==> src/rtl/mobo_bus_arbiter_if.sv <==
// mobo_bus_arbiter_if: requester handshakes and motherboard bus signals shared by the arbiter.
interface mobo_bus_arbiter_if #(parameter int WORD_WIDTH = 32);
  logic req0_valid, req0_we, req0_ack, req0_err;
  logic req1_valid, req1_we, req1_ack, req1_err;
  logic [WORD_WIDTH-1:0] req0_addr, req0_wdata, req0_rdata;
  logic [WORD_WIDTH-1:0] req1_addr, req1_wdata, req1_rdata;
  logic [WORD_WIDTH-1:0] mobo_ctrl, mobo_stat, mobo_addr, mobo_dat_out, mobo_dat_in;
  logic busy, owner;
  modport slave (
    input  req0_valid, req0_we, req0_addr, req0_wdata,
    input  req1_valid, req1_we, req1_addr, req1_wdata,
    input  mobo_stat, mobo_dat_in,
    output req0_ack, req0_rdata, req0_err, req1_ack, req1_rdata, req1_err,
    output mobo_ctrl, mobo_addr, mobo_dat_out, busy, owner
  );
  modport master (
    output req0_valid, req0_we, req0_addr, req0_wdata,
    output req1_valid, req1_we, req1_addr, req1_wdata,
    output mobo_stat, mobo_dat_in,
    input  req0_ack, req0_rdata, req0_err, req1_ack, req1_rdata, req1_err,
    input  mobo_ctrl, mobo_addr, mobo_dat_out, busy, owner
  );
endinterface

==> src/rtl/mobo_bus_arbiter.sv <==
// mobo_bus_arbiter: round-robin two-port arbiter running one timed-out motherboard transaction per grant.
module mobo_bus_arbiter #(
  parameter int WORD_WIDTH = 32,
  parameter int TIMEOUT = 64
) (
  input logic clk,
  input logic rst,
  mobo_bus_arbiter_if.slave bus
);
  localparam int CW = $clog2(TIMEOUT);
  localparam logic [WORD_WIDTH-1:0] CMD_READ = WORD_WIDTH'(1);
  localparam logic [WORD_WIDTH-1:0] CMD_WRITE = WORD_WIDTH'(2);
  typedef enum logic [1:0] {IDLE, BUS, RESP} state_t;
  state_t state_q, state_d;
  logic [WORD_WIDTH-1:0] ctrl_q, ctrl_d, addr_q, addr_d, dout_q, dout_d;
  logic [WORD_WIDTH-1:0] rd0_q, rd0_d, rd1_q, rd1_d, rd;
  logic [CW-1:0] cnt_q, cnt_d;
  logic [1:0] ack_q, ack_d, err_q, err_d;
  logic owner_q, owner_d, last_q, last_d, busy_q, busy_d;
  logic sel, we, done, expired, fail;
  logic unused_stat;
  // On a tie the port that did not win last time gets the bus.
  assign sel = (bus.req0_valid && bus.req1_valid) ? ~last_q : bus.req1_valid;
  assign we = sel ? bus.req1_we : bus.req0_we;
  assign done = bus.mobo_stat[0];
  assign expired = cnt_q == CW'(TIMEOUT - 1);
  assign fail = done ? bus.mobo_stat[1] : 1'b1;
  assign rd = (done && !ctrl_q[1]) ? bus.mobo_dat_in : '0;
  assign unused_stat = ^bus.mobo_stat[WORD_WIDTH-1:2];
  always_comb begin
    state_d = state_q;
    ctrl_d = ctrl_q;
    addr_d = addr_q;
    dout_d = dout_q;
    cnt_d = cnt_q;
    owner_d = owner_q;
    last_d = last_q;
    busy_d = busy_q;
    ack_d = '0;
    err_d = '0;
    rd0_d = '0;
    rd1_d = '0;
    case (state_q)
      IDLE: if (bus.req0_valid || bus.req1_valid) begin
        state_d = BUS;
        owner_d = sel;
        last_d = sel;
        busy_d = 1'b1;
        cnt_d = '0;
        ctrl_d = we ? CMD_WRITE : CMD_READ;
        addr_d = sel ? bus.req1_addr : bus.req0_addr;
        dout_d = we ? (sel ? bus.req1_wdata : bus.req0_wdata) : '0;
      end
      BUS: begin
        cnt_d = cnt_q + 1'b1;
        if (done || expired) begin
          state_d = RESP;
          ctrl_d = '0;
          ack_d = owner_q ? 2'b10 : 2'b01;
          err_d = {owner_q & fail, ~owner_q & fail};
          rd0_d = owner_q ? '0 : rd;
          rd1_d = owner_q ? rd : '0;
        end
      end
      RESP: begin
        state_d = IDLE;
        busy_d = 1'b0;
      end
      default: state_d = IDLE;
    endcase
  end
  always_ff @(posedge clk or negedge rst) begin
    if (!rst) begin
      state_q <= IDLE;
      ctrl_q <= '0;
      addr_q <= '0;
      dout_q <= '0;
      cnt_q <= '0;
      owner_q <= 1'b0;
      last_q <= 1'b1;
      busy_q <= 1'b0;
      ack_q <= '0;
      err_q <= '0;
      rd0_q <= '0;
      rd1_q <= '0;
    end else begin
      state_q <= state_d;
      ctrl_q <= ctrl_d;
      addr_q <= addr_d;
      dout_q <= dout_d;
      cnt_q <= cnt_d;
      owner_q <= owner_d;
      last_q <= last_d;
      busy_q <= busy_d;
      ack_q <= ack_d;
      err_q <= err_d;
      rd0_q <= rd0_d;
      rd1_q <= rd1_d;
    end
  end
  assign bus.mobo_ctrl = ctrl_q;
  assign bus.mobo_addr = addr_q;
  assign bus.mobo_dat_out = dout_q;
  assign bus.busy = busy_q;
  assign bus.owner = owner_q;
  assign bus.req0_ack = ack_q[0];
  assign bus.req1_ack = ack_q[1];
  assign bus.req0_err = err_q[0];
  assign bus.req1_err = err_q[1];
  assign bus.req0_rdata = rd0_q;
  assign bus.req1_rdata = rd1_q;
endmodule
==> src/flat_wrapper.sv <==
// flat-port wrapper written by rule: the top's interface ports become plain ports
module mobo_bus_arbiter_flat 
#(
  parameter int WORD_WIDTH = 32,
  parameter int TIMEOUT = 64
)
  (clk, rst, bus_req0_valid, bus_req0_we, bus_req0_addr, bus_req0_wdata, bus_req1_valid, bus_req1_we, bus_req1_addr, bus_req1_wdata, bus_mobo_stat, bus_mobo_dat_in, bus_req0_ack, bus_req0_rdata, bus_req0_err, bus_req1_ack, bus_req1_rdata, bus_req1_err, bus_mobo_ctrl, bus_mobo_addr, bus_mobo_dat_out, bus_busy, bus_owner);
  mobo_bus_arbiter_if #(.WORD_WIDTH(WORD_WIDTH)) bus_i ();
  input logic clk;
  input logic rst;
  input wire logic [$bits(bus_i.req0_valid)-1:0] bus_req0_valid;
  input wire logic [$bits(bus_i.req0_we)-1:0] bus_req0_we;
  input wire logic [$bits(bus_i.req0_addr)-1:0] bus_req0_addr;
  input wire logic [$bits(bus_i.req0_wdata)-1:0] bus_req0_wdata;
  input wire logic [$bits(bus_i.req1_valid)-1:0] bus_req1_valid;
  input wire logic [$bits(bus_i.req1_we)-1:0] bus_req1_we;
  input wire logic [$bits(bus_i.req1_addr)-1:0] bus_req1_addr;
  input wire logic [$bits(bus_i.req1_wdata)-1:0] bus_req1_wdata;
  input wire logic [$bits(bus_i.mobo_stat)-1:0] bus_mobo_stat;
  input wire logic [$bits(bus_i.mobo_dat_in)-1:0] bus_mobo_dat_in;
  output wire logic [$bits(bus_i.req0_ack)-1:0] bus_req0_ack;
  output wire logic [$bits(bus_i.req0_rdata)-1:0] bus_req0_rdata;
  output wire logic [$bits(bus_i.req0_err)-1:0] bus_req0_err;
  output wire logic [$bits(bus_i.req1_ack)-1:0] bus_req1_ack;
  output wire logic [$bits(bus_i.req1_rdata)-1:0] bus_req1_rdata;
  output wire logic [$bits(bus_i.req1_err)-1:0] bus_req1_err;
  output wire logic [$bits(bus_i.mobo_ctrl)-1:0] bus_mobo_ctrl;
  output wire logic [$bits(bus_i.mobo_addr)-1:0] bus_mobo_addr;
  output wire logic [$bits(bus_i.mobo_dat_out)-1:0] bus_mobo_dat_out;
  output wire logic [$bits(bus_i.busy)-1:0] bus_busy;
  output wire logic [$bits(bus_i.owner)-1:0] bus_owner;
  assign bus_i.req0_valid = bus_req0_valid;
  assign bus_i.req0_we = bus_req0_we;
  assign bus_i.req0_addr = bus_req0_addr;
  assign bus_i.req0_wdata = bus_req0_wdata;
  assign bus_i.req1_valid = bus_req1_valid;
  assign bus_i.req1_we = bus_req1_we;
  assign bus_i.req1_addr = bus_req1_addr;
  assign bus_i.req1_wdata = bus_req1_wdata;
  assign bus_i.mobo_stat = bus_mobo_stat;
  assign bus_i.mobo_dat_in = bus_mobo_dat_in;
  assign bus_req0_ack = bus_i.req0_ack;
  assign bus_req0_rdata = bus_i.req0_rdata;
  assign bus_req0_err = bus_i.req0_err;
  assign bus_req1_ack = bus_i.req1_ack;
  assign bus_req1_rdata = bus_i.req1_rdata;
  assign bus_req1_err = bus_i.req1_err;
  assign bus_mobo_ctrl = bus_i.mobo_ctrl;
  assign bus_mobo_addr = bus_i.mobo_addr;
  assign bus_mobo_dat_out = bus_i.mobo_dat_out;
  assign bus_busy = bus_i.busy;
  assign bus_owner = bus_i.owner;
  mobo_bus_arbiter #(.WORD_WIDTH(WORD_WIDTH), .TIMEOUT(TIMEOUT)) u_core (.clk(clk), .rst(rst), .bus(bus_i));
endmodule
==> config.mk <==
export PLATFORM = sky130hd
export DESIGN_NAME = mobo_bus_arbiter_flat
export DESIGN_NICKNAME = d
export VERILOG_FILES = /design/src/rtl/mobo_bus_arbiter_if.sv /design/src/rtl/mobo_bus_arbiter.sv /design/src/flat_wrapper.sv
export SDC_FILE = /design/constraint.sdc
export NUM_CORES = 1
export LEC_CHECK = 0
export CELL_PAD_IN_SITES_DETAIL_PLACEMENT = 1
export CELL_PAD_IN_SITES_GLOBAL_PLACEMENT = 2
export CORE_UTILIZATION = 23
export DETAILED_ROUTE_END_ITERATION = 10
export GPL_TIMING_DRIVEN = 0
export PLACE_DENSITY = 0.76
export SYNTH_ARGS = -nofsm -noshare
export SYNTH_HDL_FRONTEND = slang
export SYNTH_SLANG_ARGS = --single-unit
export TNS_END_PERCENT = 50
==> constraint.sdc <==
create_clock -name clk -period 1.6 [get_ports clk]
set_input_delay 0.16 -clock clk [delete_from_list [all_inputs] [get_ports clk]]
set_output_delay 0.16 -clock clk [all_outputs]
set_load 0.01 [all_outputs]
# == After elaboration in Yosys (flattened, before gate mapping) ==
# Index checks and enable logic that the tools add are counted.
# word_totals
register_bits,175
inputBits,198
wordCells,64
# op_classes
add_sub_neg,1
eq_ne,5
mux,29
bitwise,4
n_reduce_logical,13
# op_table
operator,count
32-bit 2-to-1 mux,12
32-bit one-hot mux with 2 select lines,1
2-bit 2-to-1 mux,8
6-bit one-hot mux with 2 select lines,1
2-bit AND reduction,4
"6-bit by 1-bit adder with 6-bit output, second input constant",1
"6-bit equality test, second input constant",1
6-bit 2-to-1 mux,1
1-bit 2-to-1 mux,4
"2-bit by 1-bit != test with 1-bit output, second input constant",2
2-bit one-hot mux with 2 select lines,1
2-bit nonzero test,2
3-bit AND reduction,1
1-bit AND,2
"2-bit by 1-bit equality test with 1-bit output, second input constant",1
"2-bit equality test, second input constant",1
1-bit logical AND,2
2-bit zero test,1
1-bit logical OR,2
1-bit inverter,2
1-bit one-hot mux with 2 select lines,1
1-bit zero test,1

# == Logic depth before layout (Yosys ltp) ==
# logic_depth
ltp_word,6
ltp_mapped,5
mapped_depth_nobuf,4

# == Worst setup path before layout ==
# No wires, ideal clock.
# synth_path
path_kind,flip-flop to flip-flop
startpoint,reg u_core.state_q[0]
endpoint,"reg u_core.addr_q[12], in the netlist u_core.bus.mobo_addr[12]"
arrival_time_ns,1.363
path_slack_ns,0.113
stages_incl_launch_ff,5
path_buffers,1
path_cell_list,dfrtp_1 -> or2_1 -> nor2_4 -> buf_4 -> mux2_2
# synth_via
elab_chain_cells,2
# synth_lines
item,line,rtl
from (decl),mobo_bus_arbiter.sv:14,"state_t state_q, state_d;"
from (signal assigned),mobo_bus_arbiter.sv:87,state_q <= state_d;
2-bit zero test,mobo_bus_arbiter.sv:43,case (state_q)
2-bit AND reduction (no line),--,
to (signal assigned),mobo_bus_arbiter.sv:89,addr_q <= addr_d;
to (decl),mobo_bus_arbiter.sv:15,"logic [WORD_WIDTH-1:0] ctrl_q, ctrl_d, addr_q, addr_d, dout_q, dout_d;"
# Every way passes these cells.
# A chain may end at the register's enable or synchronous reset.

# == Final worst setup path ==
# layout_path
startpoint,reg u_core.last_q
endpoint,"reg u_core.addr_q[3], in the netlist u_core.bus.mobo_addr[3]"
# layout_via
elab_chain_cells,3
# layout_lines
item,line,rtl
from (decl),mobo_bus_arbiter.sv:19,"logic owner_q, owner_d, last_q, last_d, busy_q, busy_d;"
from (signal assigned),mobo_bus_arbiter.sv:93,last_q <= last_d;
1-bit inverter,mobo_bus_arbiter.sv:23,assign sel = (bus.req0_valid && bus.req1_valid) ? ~last_q : bus.req1_valid;
1-bit 2-to-1 mux,mobo_bus_arbiter.sv:23,
32-bit 2-to-1 mux,mobo_bus_arbiter.sv:51,addr_d = sel ? bus.req1_addr : bus.req0_addr;
# Every way passes these cells.

==> out/qor.csv <==
metric,value,unit
run status,"complete, but fails checks",
failing checks,setup timing,
DRT Wirelength,22060,um
Core Region,27710,um2
# DRC,0,
switching pwr,5.181,mW
first-pass GRT wire length,32890,um
proportion of power drawn by the clock network,0.256,
Total Die Area,28780,um2
floorplan row count,61,
Reg power frac,0.324,
Tmin final,1.603,ns
CP Capture Point,u_core.bus.mobo_addr[3],
Worst Hold Class,input port to flip-flop,
Adder-Cell Fraction of Synth Area,0.001935,
Yosys reg bits,145,
detailed-route wire length per cell,17.71,um
Post-Synth XOR/XNOR Area,0,
CP Launch Type,flip-flop,
Worst Path Max Fanout,10,
maximum vdd ir drop,0.5306,mV
die width,169.7,um
final setup fails,1,
Routed Antenna Nets,0,
Die Ht,169.7,um
Area after DPL,10110,um2
CTS tree,done,
clock root buffer,clkbuf_16,
Critical Path Source,u_core.last_q,
Max Clk Rate,623.8,MHz
dpl ws,-0.4650,ns
Post-DP HPWL,16050,um
CTS sink cnt,145,
vias in the first global route,5577,
# diodes,0,
clk_lat worst skew,0.43,ns
Worst setup EP type,flip-flop,
CTS Buf Count,17,
"EDFF count, synth",0,
"Async S/R FF share, synth",1.000,
"Top FF cell, synth",dfrtp_1,
Max-Cap Viols,0,
R2R setup slack,-0.003,ns
Post-Synthesis Cells,486,
htree depth,4,
Max clock buf depth,2,
via count,5055,
initial DRC count,167,
GP Congestion,0.7201,
layout cells sized above 1,0.2145,
multiplexer area fraction after synthesis,0.1742,
fill count,2979,
global-route usage over all layers,0.1525,
FF-to-FF Start,u_core.last_q,
Net Sw Frac,0.3151,
Yosys cell types,45,
drt first pass iters,4,
Leak,4.940,nW
simple-gate portion of the synthesized area,0.1243,
vias per inst,4.060,
hold_ws,0.1324,ns
largest net degree at the start of global routing,106,
Nets,1053,
RSZ-0062 raised after global routing,yes,
total grt overflow,0,
Mapped Avg Cell Area,13.30,um2
"leading cell types in the layout, fill and taps excluded","clkdlybuf4s50_1 (298), dfrtp_1 (140), and2_1 (97)",
final-report hold violation count,0,
PwrDens,1471,nW/um2
Worst Tran Pin Value,0.5894,ns
initial antenna violation count,0,
# IOs,364,
final worst slack,-0.003149,ns
fin. max-slew vios,0,
worst r2r dst,u_core.bus.mobo_addr[3],
sequential area share after synthesis,0.5614,
Final Power,16.44,mW
CP Class,flip-flop to flip-flop,
worst hold stages,3,
clock skew,0.01025,ns
"most common cell after layout, fill and taps aside",clkdlybuf4s50_1,
Tcrit/Tclk final,1.002,
Ys Warns,0,
worst r2r path cells,5,
arrival time at the worst endpoint,1.92,ns
combinational power share,0.420,
largest family of logic cells by synthesized area,multiplexers,
slew margin rel.,0.6071,
WP data required,1.91,ns
Final Instance Area,11170,um2
Area growth syn-to-layout,72.83,%
"CTS clk-pin slew, worst paths",0.07,ns
Synth Area in Compound Gates,0.07045,
I/O Buffers,303,
initial core utilization,0.2333,
Int Pwr,11.26,mW
Synth Cell Area,6465,um2
## critical path: stages (launching register included)
cell and delay [ns]:
dfstp_2 0.55, a21boi_4 0.06, buf_12 0.15, buf_12 0.15
mux2_4 0.31, mux2_4 0.26
## registers in the layout, summed over array words and instances, names as in the netlist
name and cells:
u_core.ack_q 2, u_core.bus.busy 1, u_core.bus.mobo_addr 32, u_core.bus.mobo_ctrl 2, u_core.bus.mobo_dat_out 32, u_core.bus.owner 1, u_core.bus.req0_rdata 32, u_core.bus.req1_rdata 32
u_core.cnt_q 6, u_core.err_q 2, u_core.last_q 1, u_core.state_q 2
## power groups by stage
stage          clock [mW]  sequential [mW]  combinational [mW]
6_report             4.21             5.32                6.90
5_1_grt              4.50             5.46                7.37
4_1_cts              4.36             5.33                6.44
3_5_place_dp            0             5.38                6.05
3_3_place_gp            0             5.34                5.99
2_1_floorplan           0             5.73                2.35
## cell usage after synthesis (2+ instances only)
cell type / count / area (um2)
a21o_1: 2 / 15.01
a21oi_1: 2 / 10.01
and2_1: 97 / 606.8
buf_2: 5 / 25.02
buf_4: 33 / 247.7
buf_6: 7 / 78.83
buf_8: 3 / 45.04
clkbuf_1: 9 / 33.78
dfrtp_1: 144 / 3603
mux2_2: 47 / 529.3
mux2_4: 17 / 255.2
mux2i_1: 33 / 330.3
nand2_1: 8 / 30.03
nand3_1: 6 / 30.03
nor2_1: 3 / 11.26
nor2b_1: 3 / 18.77
nor3_1: 2 / 10.01
nor3b_1: 2 / 15.01
o211ai_1: 2 / 15.01
o21ai_0: 4 / 20.02
o2bb2ai_1: 32 / 280.3
o31ai_1: 2 / 15.01
## timing repair
action | CTS | global route
cloned | 1 | 4
pin swaps | 4 | 0
gates resized for setup | 30 | 43
hold buffers | 1 | 0
hold endpoints to repair | 40 | 0
buffers inserted | 8 | 3
setup endpoints to repair | 122 | 124
## layout make-up
cell class / count / area [um2] / share of cell area
clock buffer: 18 / 439.2 / 0.03931
tap: 378 / 473.0 / 0.04233
buffer: 57 / 514.2 / 0.04602
sequential: 145 / 3635 / 0.3253
timing repair buffer: 320 / 3308 / 0.2961
multi-input combinational: 312 / 2633 / 0.2356
inverter: 1 / 3.754 / 0.0003359
clock inverter: 14 / 167.7 / 0.01501
## per-layer routing
metal / part of all wire / vias up / wire length [um] / track usage
li1: - / 2356 / - / -
met1: 0.40 / 2465 / 8870 / 0.1729
met2: 0.48 / 215 / 10490 / 0.2562
met3: 0.11 / 19 / 2461 / 0.07043
met4: 0.010 / 0 / 231 / 0.04230
met5: 0 / - / 0 / 0
## cell families after synthesis
kind of cell	count (synthesis)
AO/OA/AOI/OAI	54
adder cells (fa/ha/maj)	1
buffers and inverters	58
flip-flops	145
multiplexers	98
other	1
AND/OR/NAND/NOR	129
## per-stage QoR
stage | std cells | util | TNS, ns
after detailed placement | 1197 | 0.3650 | -31.36
after floorplan | 515 | - | 0
after global placement | 1196 | 0.3638 | -908.48
after global routing | 1245 | 0.4033 | -0.7473
final | 1245 | 0.4033 | -0.003149
after CTS | 1239 | 0.3943 | -0.06379
## worst min-delay path by stage
stage	from	end	slack [ns]
detailed placement	rst	u_core.bus.req1_rdata[5]	0.07
global placement	u_core.bus.mobo_dat_out[22]	u_core.bus.mobo_dat_out[22]	0.47
CTS	rst	u_core.bus.req1_rdata[5]	0.20
global route	bus_req1_valid	u_core.last_q	0.13
floorplan	rst	u_core.ack_q[0]	-0.14
finish	bus_req1_valid	u_core.last_q	0.13
Note: power is estimated with default switching activity, not from simulation.
